File: src/rtl/uart_tx_arbiter.sv
// -----------------------------------------------------------------------------
// uart_tx_arbiter
//
// Round-robin arbiter that shares one 8N1 UART byte transmitter among N_REQ
// byte sources. A winning requester's byte is captured at grant and presented
// to the transmitter with a level-style tx_en. The transmitter raising busy
// means it has taken the byte. At that point the requester gets a one-cycle
// ack and the round-robin pointer moves past it. If busy never rises within
// ISSUE_TIMEOUT cycles, the grant is dropped with a timeout_err pulse. That
// requester is retried next because the pointer does not advance.
//
// Ports:
//   clk          system clock
//   rst          synchronous active-high reset
//   req_valid    per-requester byte-pending level
//   req_data     flattened bytes, requester i at [8i+7:8i]
//   req_ack      one-cycle pulse, requester i's byte accepted (at most one-hot)
//   tx_busy      transmitter busy
//   tx_done      transmitter done (monitored only)
//   tx_en        transmitter start level
//   tx_data      byte to the transmitter
//   grant_id     index of current / last granted requester
//   active       arbiter holds a grant (ISSUE or WAIT)
//   timeout_err  one-cycle pulse when an issue attempt times out
// -----------------------------------------------------------------------------
module uart_tx_arbiter #(
  parameter int N_REQ         = 4,
  parameter int ISSUE_TIMEOUT = 16
) (
  input  logic                     clk,
  input  logic                     rst,
  input  logic [N_REQ-1:0]         req_valid,
  input  logic [8*N_REQ-1:0]       req_data,
  output logic [N_REQ-1:0]         req_ack,
  input  logic                     tx_busy,
  input  logic                     tx_done,
  output logic                     tx_en,
  output logic [7:0]               tx_data,
  output logic [$clog2(N_REQ)-1:0] grant_id,
  output logic                     active,
  output logic                     timeout_err
);

  localparam int GW = $clog2(N_REQ);
  localparam int CW = $clog2(ISSUE_TIMEOUT + 1);

  typedef enum logic [1:0] {
    IDLE  = 2'd0,
    ISSUE = 2'd1,
    WAIT  = 2'd2
  } state_t;

  state_t          state_reg, state_next;
  logic [GW-1:0]   rr_reg, rr_next;
  logic [CW-1:0]   cnt_reg, cnt_next;
  logic            tx_en_next;
  logic [7:0]      tx_data_next;
  logic [N_REQ-1:0] req_ack_next;
  logic [GW-1:0]   grant_id_next;
  logic            active_next;
  logic            timeout_err_next;

  // tx_done plays no part in sequencing; busy alone gates each byte.
  logic unused_tx_done;
  assign unused_tx_done = tx_done;

  // Unpack the flattened byte bus so the winner can index it directly.
  logic [7:0] req_bytes [N_REQ];
  genvar gi;
  generate
    for (gi = 0; gi < N_REQ; gi++) begin : g_unpack
      assign req_bytes[gi] = req_data[8*gi +: 8];
    end
  endgenerate

  // Modulo-N_REQ add; correct for N_REQ that is not a power of two.
  function automatic logic [GW-1:0] wrap_add(input logic [GW-1:0] base,
                                             input int unsigned off);
    int unsigned s;
    s = 32'(base) + off;
    if (s >= N_REQ) s = s - N_REQ;
    return GW'(s);
  endfunction

  // Winner: first pending requester at or after the rr pointer, wrapping.
  // Scanning offsets from highest to lowest lets the smallest offset win.
  logic          any_valid;
  logic [GW-1:0] winner;
  always_comb begin
    any_valid = 1'b0;
    winner    = rr_reg;
    for (int k = N_REQ - 1; k >= 0; k--) begin
      if (req_valid[wrap_add(rr_reg, k)]) begin
        any_valid = 1'b1;
        winner    = wrap_add(rr_reg, k);
      end
    end
  end

  always_comb begin
    state_next       = state_reg;
    rr_next          = rr_reg;
    cnt_next         = cnt_reg;
    tx_en_next       = tx_en;
    tx_data_next     = tx_data;
    req_ack_next     = '0;
    grant_id_next    = grant_id;
    active_next      = active;
    timeout_err_next = 1'b0;

    case (state_reg)
      IDLE: begin
        if (!tx_busy && any_valid) begin
          tx_data_next  = req_bytes[winner];
          grant_id_next = winner;
          tx_en_next    = 1'b1;
          active_next   = 1'b1;
          cnt_next      = '0;
          state_next    = ISSUE;
        end
      end
      ISSUE: begin
        if (tx_busy) begin
          tx_en_next             = 1'b0;
          req_ack_next[grant_id] = 1'b1;
          rr_next                = wrap_add(grant_id, 1);
          state_next             = WAIT;
        end else if (cnt_reg == CW'(ISSUE_TIMEOUT - 1)) begin
          // Pointer stays put so the same requester is retried.
          tx_en_next       = 1'b0;
          timeout_err_next = 1'b1;
          active_next      = 1'b0;
          state_next       = IDLE;
        end else begin
          cnt_next = cnt_reg + CW'(1);
        end
      end
      WAIT: begin
        if (!tx_busy) begin
          active_next = 1'b0;
          state_next  = IDLE;
        end
      end
      default: state_next = IDLE;
    endcase
  end

  always_ff @(posedge clk) begin
    if (rst) begin
      state_reg   <= IDLE;
      rr_reg      <= '0;
      cnt_reg     <= '0;
      tx_en       <= 1'b0;
      tx_data     <= '0;
      req_ack     <= '0;
      grant_id    <= '0;
      active      <= 1'b0;
      timeout_err <= 1'b0;
    end else begin
      state_reg   <= state_next;
      rr_reg      <= rr_next;
      cnt_reg     <= cnt_next;
      tx_en       <= tx_en_next;
      tx_data     <= tx_data_next;
      req_ack     <= req_ack_next;
      grant_id    <= grant_id_next;
      active      <= active_next;
      timeout_err <= timeout_err_next;
    end
  end

endmodule

File: config.mk
export PLATFORM = sky130hd
export DESIGN_NAME = uart_tx_arbiter
export DESIGN_NICKNAME = d
export VERILOG_FILES = /design/src/rtl/uart_tx_arbiter.sv
export SDC_FILE = /design/constraint.sdc
export NUM_CORES = 1
export LEC_CHECK = 0
export ABC_AREA = 1
export ABC_CLOCK_PERIOD_IN_PS = 3520
export CORE_MARGIN = 4
export CORE_UTILIZATION = 38
export DETAILED_ROUTE_END_ITERATION = 8
export PLACE_DENSITY = 0.71
export SKIP_LAST_GASP = 1
export SYNTH_ARGS = -nofsm -noshare
export SYNTH_HDL_FRONTEND = slang
export SYNTH_SLANG_ARGS = --single-unit
File: constraint.sdc
create_clock -name clk -period 3.52 [get_ports clk]
set_input_delay 0.704 -clock clk [delete_from_list [all_inputs] [get_ports clk]]
set_output_delay 0.704 -clock clk [all_outputs]
set_load 0.1 [all_outputs]
==> qor.txt <==
Rel. slew slack: 33.28%
Skew final: 0.008740 ns
Required time worst endpoint: 2.82 ns
Filler cell count: 444
Final setup TNS: 0 ns
Die Ht: 75.87 um
Die span in x: 75.87 um
Max stage delay on crit path: 1.17 ns
EDFF count, synth: 0
Post-synthesis sequential area ratio: 29.74%
NumNets Final: 352
Switching pwr: 0.0008086 W
Yosys Warn Count: 0
N_diodes: 0
Leak Pwr: 1.007 nW
Share of cells above drive strength 1: 14.95%
Placer Congestion: 0.8655
Synth unique cells: 27
Status: finished, final reports clean
Combinational share of power: 59.9%
Count of final hold-check violations: 0
Crit-path cells: clkdlybuf4s50_1
CP Buf/Inv Count: 1
Max VDD drop: 0.2486 mV
Clock sinks: 26
Count of final setup violators: 0
Port bufs: 55
Root Driver: clkbuf_8
Grt total ovfl: 0
Max cap viols: 0
Top-count cell post-synth: nand2_1
Worst Setup End Kind: output port
Total track usage: 15.29%
R2R Path Start: rr_reg[0]$_SDFFE_PP0P_
Routed Antenna Nets: 0
H-tree levels: 1
Slowest stage cell, crit path: clkdlybuf4s50_1
Main synth FF type: dfxtp_1
Cell Area, Placed: 2307 um^2
Crit Path Category: flop to output port
Final WS setup: 0.9411 ns
Number of flip-flops in the largest register: 8
Commonest cells post-synth: nand2_1 (53), nand3_1 (43), dfxtp_1 (26)
Largest net degree at the start of global routing: 20
Critical Path AT: 1.87 ns
Post-CTS Setup Inserts: 0
Die ar.: 5756 um^2
WL/cell: 11.44 um
Yosys reg bits: 26
Fraction of registers with async set/reset: 0%
Maximum clock rate: 387.8 MHz
Synth top area cells: dfxtp_1 (30%), nand3_1 (12%), nand2_1 (11%)
Cells after synthesis: 249
Worst-case clock buffer depth: 2
Period Utilization, post-route: 73.26%
CP delay by family, top: buffers and inverters
Flop pwr share: 24.3%
RSZ-0062 raised after global routing: false
P per Cell Area: 662.4 nW/um^2
Clock slew at reported path FFs: 0.09 ns
Worst-margin pin slew: 0.9977 ns
P_int: 0.0007668 W
Total CTS buffers: 3
Vias in the first global route: 1621
FP Rows: 24
Mapped Nets: 299
Via/cell ratio: 4.861
Mapped Area: 1750 um^2
Leading area contributor after synthesis: dfxtp_1
Clk_lat worst skew: 0.28 ns
HP Start: tx_en$_SDFFE_PP0P_
Final Max Tran Viols: 0
Avg Cell Area, Syn: 7.030 um^2
Design area: 2379 um^2
Syn-to-layout area delta: 35.88%
DR iter-0 viols: 93
Total power: 0.001575 W
Dpl ws: 0.8753 ns
Worst setup path start: grant_id[0]$_SDFFE_PP0P_
CORE AREA: 4414 um^2
CP Launch Type: flop
Tmin final: 2.579 ns
CTS tree: done
Drt total wl: 4037 um
IO Pins: 57
Sw Share: 51.33%
CTS resizes: 0
Clock power frac: 15.8%
DRC: 0
Drt pass-1 iters: 4
Cts hold-fix bufs: 0
Yosys top cell area share: 29.74%
Global-route wire length before repair: 6865 um
Worst Hold Class: flop to flop
Via count: 1716
Antenna violations before repair: 0
Crit-path max FO: 5
HPWL Detailed: 3120 um
Initial Util: 39.65%
power groups by stage:
stage / clock, W / combinational, W / sequential [W]
floorplan: 0 / 0.000498 / 0.000660
global placement: 0 / 0.000938 / 0.000390
detailed placement: 0 / 0.000947 / 0.000391
CTS: 0.000250 / 0.000951 / 0.000384
global route: 0.000265 / 0.00104 / 0.000391
finish: 0.000249 / 0.000943 / 0.000383
final timing paths:
path                              to  slack, ns  cells after the start
min               tx_en$_SDFFE_PP0P_       0.47                      2
max reg2reg  tx_data[5]$_SDFFE_PP0P_       1.39                     12
max                      grant_id[0]       0.94                      1
min reg2reg       tx_en$_SDFFE_PP0P_       0.47                      2
routing by layer:
metal  global-route usage (%)  vias up  wire (um)
met5                        0        -          0
met2                    27.57       42       1986
li1                         -      916          -
met4                    4.660        0         67
met1                    17.75      751       1750
met3                    3.562        7        233
placed cells by master, fill, tap and decap left out:
master and n:
a211oi_1 1, clkbuf_8 3, nor2_1 10, nor3b_1 1, a21oi_2 8, o21ai_0 17
nand4_4 1, ha_1 10, nand3b_1 1, xor2_1 1, nand3_1 43, nand2_4 3
nand2_1 53, o21ai_2 1, nor3_1 2, clkdlybuf4s50_1 55, bufinv_16 1, inv_1 23
or2_2 1, inv_8 1, a21oi_1 13, nand2_2 17, nand3_2 4, inv_2 5
dfxtp_1 26
cells by family (layout without fill, tap and decap cells):
family	Yosys count	count (layout)	synth area share [%]
xor gates and xnor gates	1	1	0.5004
and+or+nand+nor	136	136	39.10
buffers and inverters	36	88	10.01
AOI/OAI and AO/OA	40	40	13.51
adders and majority gates	10	10	7.148
DFF	26	26	29.74
metrics by stage:
stage | hold WS (ns) | utilization (%) | std cells
final | 0.4698 | 53.88 | 353
after global routing | 0.4961 | 53.88 | 353
after CTS | 0.4730 | 53.88 | 353
after detailed placement | 0.4599 | 52.27 | 349
after global placement | 0.4501 | 52.27 | 349
after floorplan | 0.4410 | - | 249
layout make-up:
class	instances	area [um^2]	area share (%)
clock buffers	3	41.29	1.736
repair buffers	55	550.5	23.15
multi-input cells	187	1055	44.35
flip-flops and latches	26	520.5	21.88
well taps	52	65.06	2.735
inverters	29	116.4	4.892
clock inverters	1	30.03	1.262
Power figures use the tool's default switching activity.
